### config.mk
export PLATFORM = sky130hd
export DESIGN_NAME = mul_accumulator
export DESIGN_NICKNAME = d
export VERILOG_FILES = /design/src/rtl/mul_pkg.sv /design/src/rtl/sat_add.sv /design/src/rtl/mul_accumulator.sv
export SDC_FILE = /design/constraint.sdc
export NUM_CORES = 1
export LEC_CHECK = 0
export BUFFER_PORTS_ARGS = -buffer_cell sky130_fd_sc_hd__buf_2
export CAP_MARGIN = 20
export CORE_ASPECT_RATIO = 1.25
export CORE_UTILIZATION = 30
export CTS_CLUSTER_DIAMETER = 80
export DETAILED_ROUTE_END_ITERATION = 10
export SLEW_MARGIN = 20
export SYNTH_ARGS = -nofsm -noshare
export SYNTH_HDL_FRONTEND = slang
export SYNTH_SLANG_ARGS = --single-unit
### constraint.sdc
create_clock -name clk -period 10.5 [get_ports clk]
set_clock_uncertainty 0.1 [all_clocks]
set_input_delay 0 -clock clk [delete_from_list [all_inputs] [get_ports clk]]
set_output_delay 0 -clock clk [all_outputs]
set_load 0.1 [all_outputs]
### src/rtl/mul_pkg.sv
// mul_pkg: shared types and constants for the multiply-accumulate stage
package mul_pkg;
    typedef enum logic [1:0] {IDLE, ACCUM, DONE} state_t;
    localparam int DEF_PROD_W = 64;
    localparam logic [DEF_PROD_W-1:0] SAT_MAX = {1'b0, {(DEF_PROD_W-1){1'b1}}};
    localparam logic [DEF_PROD_W-1:0] SAT_MIN = {1'b1, {(DEF_PROD_W-1){1'b0}}};
endpackage

### src/rtl/sat_add.sv
// sat_add: combinational signed saturating adder
module sat_add
    import mul_pkg::*;
#(
    parameter int W = DEF_PROD_W
) (
    input  logic signed [W-1:0] a,
    input  logic signed [W-1:0] b,
    output logic signed [W-1:0] sum,
    output logic                sat_event
);
    logic signed [W-1:0] raw;
    assign raw       = a + b;
    assign sat_event = (a[W-1] == b[W-1]) && (raw[W-1] != a[W-1]);
    assign sum       = !sat_event ? raw
                     : a[W-1] ? {1'b1, {(W-1){1'b0}}} : {1'b0, {(W-1){1'b1}}};
endmodule

### src/rtl/mul_accumulator.sv
// mul_accumulator: accumulates LEN signed products into a saturating sum
module mul_accumulator
    import mul_pkg::*;
#(
    parameter int LEN    = 8,
    parameter int PROD_W = DEF_PROD_W
) (
    input  logic                       clk,
    input  logic                       reset,
    input  logic                       start,
    input  logic                       prod_valid,
    input  logic signed [PROD_W-1:0]   prod,
    input  logic                       prod_ovf,
    output logic                       prod_ready,
    output logic                       acc_valid,
    input  logic                       acc_ready,
    output logic signed [PROD_W-1:0]   acc_out,
    output logic                       acc_ovf,
    output logic                       busy,
    output logic [$clog2(LEN+1)-1:0]   count
);
    localparam int CW = $clog2(LEN+1);
    localparam logic [CW-1:0] LAST = CW'(LEN-1);
    state_t state;
    logic signed [PROD_W-1:0] sum;
    logic sat;
    sat_add #(.W(PROD_W)) u_add (
        .a(acc_out),
        .b(prod),
        .sum(sum),
        .sat_event(sat)
    );
    assign prod_ready = state == ACCUM;
    assign acc_valid  = state == DONE;
    assign busy       = state != IDLE;
    always_ff @(posedge clk or negedge reset) begin
        if (!reset) begin
            state   <= IDLE;
            acc_out <= '0;
            acc_ovf <= 1'b0;
            count   <= '0;
        end else begin
            case (state)
                IDLE: if (start) begin
                    acc_out <= '0;
                    acc_ovf <= 1'b0;
                    count   <= '0;
                    state   <= ACCUM;
                end
                ACCUM: if (prod_valid) begin
                    acc_out <= sum;
                    acc_ovf <= acc_ovf | prod_ovf | sat;
                    count   <= count + 1'b1;
                    if (count == LAST) state <= DONE;
                end
                DONE: if (acc_ready) state <= IDLE;
                default: state <= IDLE;
            endcase
        end
    end
endmodule

# --- Word-level counts from Yosys, hierarchy flattened ---
# Index checks and enable logic that the tools add are counted.
classes:
  addsub: 2
  eq_ne: 9
  n_mux: 16
  bitwise_logic: 2
  n_reduce_logical: 6
op_table:
  columns: ["operator", "count"]
  rows:
  - ["64-bit 2-to-1 mux", 4]
  - ["64-bit case mux with 2 select lines", 1]
  - ["64-bit adder", 1]
  - ["2-bit 2-to-1 mux", 4]
  - ["4-bit 2-to-1 mux", 2]
  - ["4-bit case mux with 2 select lines", 1]
  - ["2-bit case mux with 3 select lines", 1]
  - ["4-bit by 1-bit adder with 4-bit output (second input constant)", 1]
  - ["4-bit by 3-bit equality test with 1-bit output (second input constant)", 1]
  - ["2-bit by 1-bit inequality test with 1-bit output (second input constant)", 2]
  - ["2-bit inequality test (second input constant)", 2]
  - ["4-bit AND reduction", 1]
  - ["2-bit nonzero test", 2]
  - ["3-bit AND reduction", 1]
  - ["2-bit by 1-bit equality test with 1-bit output (second input constant)", 1]
  - ["2-bit equality test (second input constant)", 1]
  - ["2-bit zero test", 1]
  - ["1-bit 2-to-1 mux", 2]
  - ["1-bit bitwise OR", 2]
  - ["1-bit case mux with 2 select lines", 1]
  - ["1-bit equality test", 1]
  - ["1-bit logical AND", 1]
  - ["1-bit inequality test", 1]
word_totals:
  regBits: 71
  wordCells: 39

# --- Longest topological paths before layout ---
# Gate-level depths: netlist of the first run.
depth:
  ltp_word: 6
  ltp_mapped: 14
  depth_no_buf: 13

# --- By module ---
# From an unflattened synthesis of the first run, not the netlist that was laid out.
hier_totals:
  cells_unflattened: 918
  area_unflattened_um2: 7559.8
modules_own_cells:
  columns: ["module", "n_inst", "cells_each", "area_per_inst_um2"]
  rows:
  - ["sat_add", 1, 661, 4723.3]
  - ["mul_accumulator", 1, 257, 2836.5]

# --- Worst setup path before layout of the first run ---
# Ideal clock, no wire load.
synth_path:
  kind: "flip-flop to flip-flop"
  from: "register acc_out[10]"
  to: "register acc_out[40]"
  arrival_ns: 3.652
  t_required_ns: 10.276
  path_slack_ns: 6.624
  path_stages_with_launch: 14
  period_less_slack_ns: 3.876
  cell_sequence: "dfrtp_1 ha_1 a21oi_1 o22ai_1 a211oi_2 o2111ai_1 a31oi_1 o21ai_0 o21ai_0 or3b_1 buf_2 buf_6 and2_4 a211o_1"
synth_via:
  elab_chain_len: 6
synth_lines:
  columns: ["item", "line_no", "text"]
  rows:
  - ["start: declaration", "mul_accumulator.sv:17", "output logic signed [PROD_W-1:0] acc_out,"]
  - ["start signal: assignment", "mul_accumulator.sv:51", "acc_out <= sum;"]
  - ["64-bit adder (*)", "sat_add.sv:13", "assign raw = a + b;"]
  - ["1-bit inequality test", "sat_add.sv:14", "assign sat_event = (a[W-1] == b[W-1]) && (raw[W-1] != a[W-1]);"]
  - ["1-bit logical AND", "sat_add.sv:14", null]
  - ["64-bit 2-to-1 mux (*)", "sat_add.sv:15", "assign sum = !sat_event ? raw"]
  - ["64-bit 2-to-1 mux (*)", "mul_accumulator.sv:50", "ACCUM: if (prod_valid) begin"]
  - ["64-bit case mux with 2 select lines (*)", "mul_accumulator.sv:43", "case (state)"]
# Mark *: on every way between the ends. The rest lies on a longest branch, timed or not. The select of a mux whose other input is x is not followed.
# A chain may end at the register's enable or synchronous reset.

# --- Final worst setup path of the first run ---
layout_path:
  from: "register acc_out[1]"
  to: "register acc_out[26]"
# The elaborated chain is that of the path after synthesis.

==> flow_summary.toml, run 1 <==
[routing]
drt_iter0_markers = 305
antenna_left = 0
vias = 7014
wire_per_inst_um = 16.78
drc = 0
wl_mm = 21.99
viasPerCell = 5.354
dr.pass1.iters = 5

[floorplanning]
start_util = 0.3065
die-area_um2 = 23380
die_x_um = 137.0
coreArea_um2 = 22290
ios = 142
die_y_um = 170.7
std_cell_rows = 61

[critical_path]
crit_top_cell = "o21ai_0"
endpoint_kind = "flop"
critPathRequiredTime_ns = 10.64
crit_path_max_fanout = 41
cp-start-kind = "flop"
crit_cells = 12
cp_data_arrival_time_ns = 4.29
path_class = "reg2reg"
critPathMaxStageDelay_ns = 0.66
slowest_stage = "or3b_1"
path_delay_family = "compound AO/OA/AOI/OAI gates"
cp_num_buf_inv = 1
reg2regPathDepth = 12
crit_chain = "ha_1 -> a211oi_1 -> o21bai_1 -> o211ai_1 -> o2111ai_1 -> a31oi_1 -> o21ai_0 -> o21ai_0 -> or3b_1 -> buf_4 -> o21ai_0 -> nand2_1"

[finish]
register_area_um2 = 1777
fill_cells = 2377
nets = 1157
postLayoutCoreUtil = 0.3663
diodes = 0
syn_to_final_growth_pct = 19.51
drive_above_1_share = 0.1675
multi_input_area_um2 = 4760

[place]
dp_hpwl_mm = 16.78
pre_cts_ws_ns = 6.392
finalWeightedCongestion = 0.8716
io_buffers = 141

[timing]
period_needed_ns = 4.151
worst_hold_slack_ns = 0.03731
fmax_ghz = 0.2409
finalSetupTns_ns = 0
setup_viol = 0
hold_viol = 0
tightest_slew_ns = 0.9562
worst_slack_ns = 6.349
rsz0062_at_grt = "false"
max_slew_margin = 0.3625
slew_violations = 0
fin_crit_sh = 0.3954

[min_path]
hp-class = "in2reg"
whs_path_depth = 4

[yosys]
synth_top_area_frac = 0.2601
synth_commonest_cells = "nand2_1, o21ai_0, a21oi_1"
syn_nets = 1045
synthesis.area_um2 = 6830
ys_seq_area_frac = 0.2601
synth.most_common_cell = "nand2_1"
synth_edf_count = 0
synth_seq_cells = 71
async_reset_ff_frac = 1.000
postSynthAreaPerCell_um2 = 7.506
ys_types = 60
postSynthCellCount = 910
synth_area_leaders = "dfrtp_1, ha_1, nand2_1"
synth.largest_area_cell = "dfrtp_1"
synth_ff_type = "dfrtp_1"
ys_warn_count = 0

[run]
maxCapViolCount = 0

[global_route]
first_global_vias = 6936
track_usage = 0.1917
grt_pass1_wl_mm = 35.11
grt_overflow = 0
grt_max_degree = 72
antenna_found_initial = 0

[clocking]
clock_sinks = 71
cts_buffers = 9
cts_root_buf = "clkbuf_16"
clkSlewWorstSetupHoldPaths_ns = 0.06
clk_latency_ns = 0.35
clockBufferDepth = 2
cts_tree = "yes"
htreeDepth = 3
cts_resized = 0

[run_status]
outcome = "finished clean"
metal layers:
| layer | share of wire | global-route usage | vias to the layer above | routed length (um) |
|---|---|---|---|---|
| met2 | 0.51 | 0.3458 | 135 | 11110 |
| li1 | - | - | 3514 | - |
| met1 | 0.43 | 0.2259 | 3344 | 9472 |
| met5 | 0 | 0 | - | 0 |
| met4 | 0.023 | 0.06355 | 0 | 502 |
| met3 | 0.041 | 0.03319 | 21 | 901 |
cell type report:
cell class              instances  area share
multi-input cells             763      0.5831
flip-flops and latches         71      0.2177
repair buffers                153      0.1006
well taps                     283     0.04338
clock buffers                  10     0.02805
clock inverters                 6     0.01625
inverters                      24     0.01104
cells by family after synthesis:
logic type | share of synthesized area
adders and majority gates | 0.1202
xor gates and xnor gates | 0.07181
buffers and inverters | 0.04525
muxes | 0.002931
AOI/OAI and AO/OA | 0.2832
DFF | 0.2601
and+or+nand+nor | 0.2165
worst register-to-register path, stage by stage (launching register included):
cell	delay [ns]
dfrtp_1	0.41
ha_1	0.30
a211oi_1	0.25
o21bai_1	0.17
o211ai_1	0.29
o2111ai_1	0.26
a31oi_1	0.46
o21ai_0	0.20
o21ai_0	0.16
or3b_1	0.66
buf_4	0.40
o21ai_0	0.30
nand2_1	0.08
registers in the layout, summed over array words and instances, names as in the netlist:
signal   cells
acc_out     64
count        4
state        2
acc_ovf      1
per-stage QoR:
step | std cells | area (um2)
finish | 1310 | 8163
detailed placement | 1285 | 7711
global route | 1310 | 8163
CTS | 1310 | 8163
floorplan | 910 | 6830
global placement | 1285 | 7711
path summary, 6_finish.rpt:
path                                              start                 endpoint  slack (ns)
worst min register to register  acc_out[10]$_DFFE_PN0P_  acc_out[10]$_DFFE_PN0P_        0.39
worst max-delay path             acc_out[1]$_DFFE_PN0P_  acc_out[26]$_DFFE_PN0P_        6.35
worst max register to register   acc_out[1]$_DFFE_PN0P_  acc_out[26]$_DFFE_PN0P_        6.35
max in group asynchronous                         reset  acc_out[41]$_DFFE_PN0P_        9.43
min in group asynchronous                         reset   acc_out[6]$_DFFE_PN0P_        0.23
worst min-delay path                           prod[61]  acc_out[61]$_DFFE_PN0P_        0.04
cell usage in the layout (no fill, tap or decap), drive strengths merged, types with 2 or more instances in the layout:
master and n:
clkbuf 10, o21a 6, nand2b 2, a211oi 15
nor3 12, a21oi 85, a211o 9, a22oi 4
a21o 28, a22o 2, nor2b 10, bufinv 4
a221o 4, dlygate4sd3 9, xnor2 32, or3 7
mux2i 2, nand3b 3, buf 144, o22ai 5
o21bai 14, dfrtp 71, nand4 29, nand2 173
a21boi 5, a31oi 3, nor4 5, inv 24
o211ai 9, o21ai 105, ha 64, o2111ai 6
and3 5, xor2 24, nor2 48, o311ai 3
and2 5, or2 4, nand3 16, and4 4
what timing repair did:
item	4_1_cts	5_1_grt
hold buffers	9	0
setup buffers	0	0
hold endpoints to repair	80	0
Power of run 1 is not shown: default switching activity piles up to over one toggle a cycle in this logic, so the estimate is an artifact.
==> inputs of run 2 (changes only) <==
--- a/config.mk
+++ b/config.mk
@@ -5,6 +5,7 @@
 export SDC_FILE = /design/constraint.sdc
 export NUM_CORES = 1
 export LEC_CHECK = 0
+export ABC_AREA = 1
 export BUFFER_PORTS_ARGS = -buffer_cell sky130_fd_sc_hd__buf_2
 export CAP_MARGIN = 20
 export CORE_ASPECT_RATIO = 1.25
==> constraint.sdc (replaced) <==
create_clock -name clk -period 4 [get_ports clk]
set_clock_uncertainty 0.1 [all_clocks]
set_input_delay 0 -clock clk [delete_from_list [all_inputs] [get_ports clk]]
set_output_delay 0 -clock clk [all_outputs]
set_load 0.1 [all_outputs]
==> run 2 against run 1 <==
First-iteration DRC count is 63% higher. Routed wire length is 43% higher. Maximum frequency is 39% higher. Worst hold slack got worse by 0.031 ns. Flip-flop and latch count is the same. Non-clock buffer count fell by 2. Global-route usage increased by 2.2 points. Sequential share of layout area down 4.7 points. Count of clock-buffer cells in the layout grew 3. Critical path depth up 2. Design area rose by 28%. Synthesized cell count increased by 81%. Critical endpoint is now acc_out[16]$_DFFE_PN0P_.
==> flow_summary.toml, run 2 <==
[run_status]
outcome = "finished clean"

[floorplanning]
ios = 142
die_x_um = 156.2
die-area_um2 = 30430
die_y_um = 194.8
start_util = 0.3049
std_cell_rows = 70
coreArea_um2 = 29250

[min_path]
hold_start = "prod[63]"
min_to = "acc_out[63]$_DFFE_PN0P_"
hp-class = "in2reg"
whs_path_depth = 5

[clocking]
cts_tree = "yes"
clkSlewWorstSetupHoldPaths_ns = 0.07
clockBufferDepth = 2
clk_latency_ns = 0.37
cts_root_buf = "clkbuf_16"
cts_setup_buffers = 0
cts_resized = 0
clock_sinks = 71
cts_buffers = 9
htreeDepth = 3

[yosys]
synth_ff_type = "dfrtp_1"
synth.largest_area_cell = "nand2_1"
synthesis.area_um2 = 8919
postSynthCellCount = 1646
synth_top_area_frac = 0.3657
ys_seq_area_frac = 0.1992
synth.most_common_cell = "nand2_1"
async_reset_ff_frac = 1.000
synth_commonest_cells = "nand2_1, inv_1, nor2_1"
ys_types = 35
synth_edf_count = 0
synth_seq_cells = 71
synth_area_leaders = "nand2_1, dfrtp_1, inv_1"
ys_warn_count = 0
postSynthAreaPerCell_um2 = 5.418
syn_nets = 1781

[finish]
fin_cells = 2190
register_area_um2 = 1777
postLayoutCoreUtil = 0.3564
syn_to_final_growth_pct = 16.89
regMostFlops = "acc_out"
nets = 1924
largestRegisters = "acc_out (64), count (4), state (2)"
final_common_cell = "nand2_1"
multi_input_area_um2 = 5866
fill_cells = 3427
diodes = 0
largest_register_ffs = 64
mostFrequentLayoutCells = "nand2_1, inv_1, buf_2"
drive_above_1_share = 0.1120

[routing]
wire_per_inst_um = 14.35
route.met3.wl_mm = 1.010
antenna_left = 0
viasPerCell = 4.472
dr.pass1.iters = 5
wl_met1_mm = 13.38
met2_length_mm = 15.75
vias = 9794
wl_mm = 31.42
drt_iter0_markers = 497
drc = 0
maxUsedRoutingLayer = "met4"

[timing]
max_slew_margin = 0.4219
tightest_slew_ns = 0.8652
finalSetupTns_ns = 0
hold_viol = 0
setup_viol = 0
period_needed_ns = 2.979
rsz0062_at_grt = "false"
fin_crit_sh = 0.7447
slew_violations = 0
fmax_ghz = 0.3357
worst_hold_slack_ns = 0.006225

[critical_path]
path_delay_family = "simple AND/OR/NAND/NOR gates"
critPathMaxStageDelay_ns = 0.47
slowest_stage = "inv_2"
cp_data_arrival_time_ns = 3.18
cp-start-kind = "flop"
rr_startpoint = "acc_out[29]$_DFFE_PN0P_"
path_class = "reg2reg"
cp_num_buf_inv = 3
crit_path_max_fanout = 33
reg2regPathDepth = 14
endpoint_kind = "flop"
crit_chain = "ha_1 -> nand2_1 -> nor2_1 -> inv_2 -> nor2_1 -> a21oi_2 -> nand2_4 -> nand2_4 -> nand2_4 -> o21ai_2 -> inv_2 -> buf_12 -> nand2_1 -> nand2_1"
reg2reg_to = "acc_out[16]$_DFFE_PN0P_"
reg2reg_slack_ns = 1.02
critPathRequiredTime_ns = 4.20

[global_route]
track_usage = 0.2139
grt_max_degree = 72
antenna_found_initial = 0
first_global_vias = 9599
grt_pass1_wl_mm = 49.82
grt_overflow = 0

[place]
io_buffers = 141
placed_cells = 2167
finalWeightedCongestion = 1.003
dp_hpwl_mm = 26.48

[run]
maxCapViolCount = 0
## run 2: changes by cell type after synthesis, moves of 20 or more
cell / before / now
a21oi_1: 85 / 45
nand2_1: 173 / 869
inv_1: 24 / 286
nand3_1: 16 / 36
xor2_1: 24 / 1
o21ai_0: 104 / 9
a21o_1: 28 / 0
nand3b_1: 3 / 26
nor2_1: 48 / 110
clkbuf_1: 40 / 7
## run 2: area by class of cell
| class | instances | area share |
|---|---|---|
| Multi-Input combinational cell | 1251 | 0.5627 |
| Sequential cell | 71 | 0.1704 |
| Inverter | 305 | 0.1098 |
| Timing Repair Buffer | 151 | 0.07837 |
| Tap cell | 396 | 0.04753 |
| Clock buffer | 13 | 0.02496 |
| Clock inverter | 3 | 0.006241 |
## run 2: worst register-to-register path, delay by kind of cell (launching register included)
kind	cells	cell delay, ns
flip-flops	1	0.40
adder cells (fa/ha/maj)	1	0.38
buffers and inverters	3	0.82
AO/OA/AOI/OAI	2	0.18
AND/OR/NAND/NOR	8	1.04
## run 2: cell families after synthesis
| family | synth area share |
|---|---|
| DFF | 0.1992 |
| and+or+nand+nor | 0.4958 |
| adders and majority gates | 0.09203 |
| xor gates and xnor gates | 0.03044 |
| buffers and inverters | 0.1439 |
| AOI/OAI and AO/OA | 0.03858 |
## run 2: metrics by stage
stage	setup slack, ns	instance area, um2
finish	1.021	10430
global route	0.8244	10430
CTS	1.022	10420
detailed placement	1.039	10030
global placement	1.089	10030
floorplan	1.015	8919
## run 2: worst max-delay path by stage
| stage | start | end | slack (ns) | cells after the start |
|---|---|---|---|---|
| final | acc_out[29]$_DFFE_PN0P_ | acc_out[16]$_DFFE_PN0P_ | 1.02 | 14 |
| after detailed placement | acc_out[10]$_DFFE_PN0P_ | acc_out[16]$_DFFE_PN0P_ | 1.04 | 16 |
| after floorplan | state[0]$_DFFE_PN0P_ | acc_out[1]$_DFFE_PN0P_ | 1.02 | 9 |
| after global routing | acc_out[10]$_DFFE_PN0P_ | acc_out[17]$_DFFE_PN0P_ | 0.82 | 16 |
| after CTS | acc_out[10]$_DFFE_PN0P_ | acc_out[16]$_DFFE_PN0P_ | 1.02 | 16 |
| after global placement | acc_out[10]$_DFFE_PN0P_ | acc_out[20]$_DFFE_PN0P_ | 1.09 | 16 |
## run 2: timing repair
item,in CTS,in global routing
endpoints found under the setup margin,0,0
endpoints found under the hold margin,78,0
hold buffers,7,0
## run 2: metal layers
metal | vias up | track usage
li1 | 5189 | -
met1 | 4361 | 0.2447
met2 | 188 | 0.3897
met3 | 56 | 0.02787
met4 | 0 | 0.09731
met5 | - | 0
Power of run 2 is left out for the same reason.
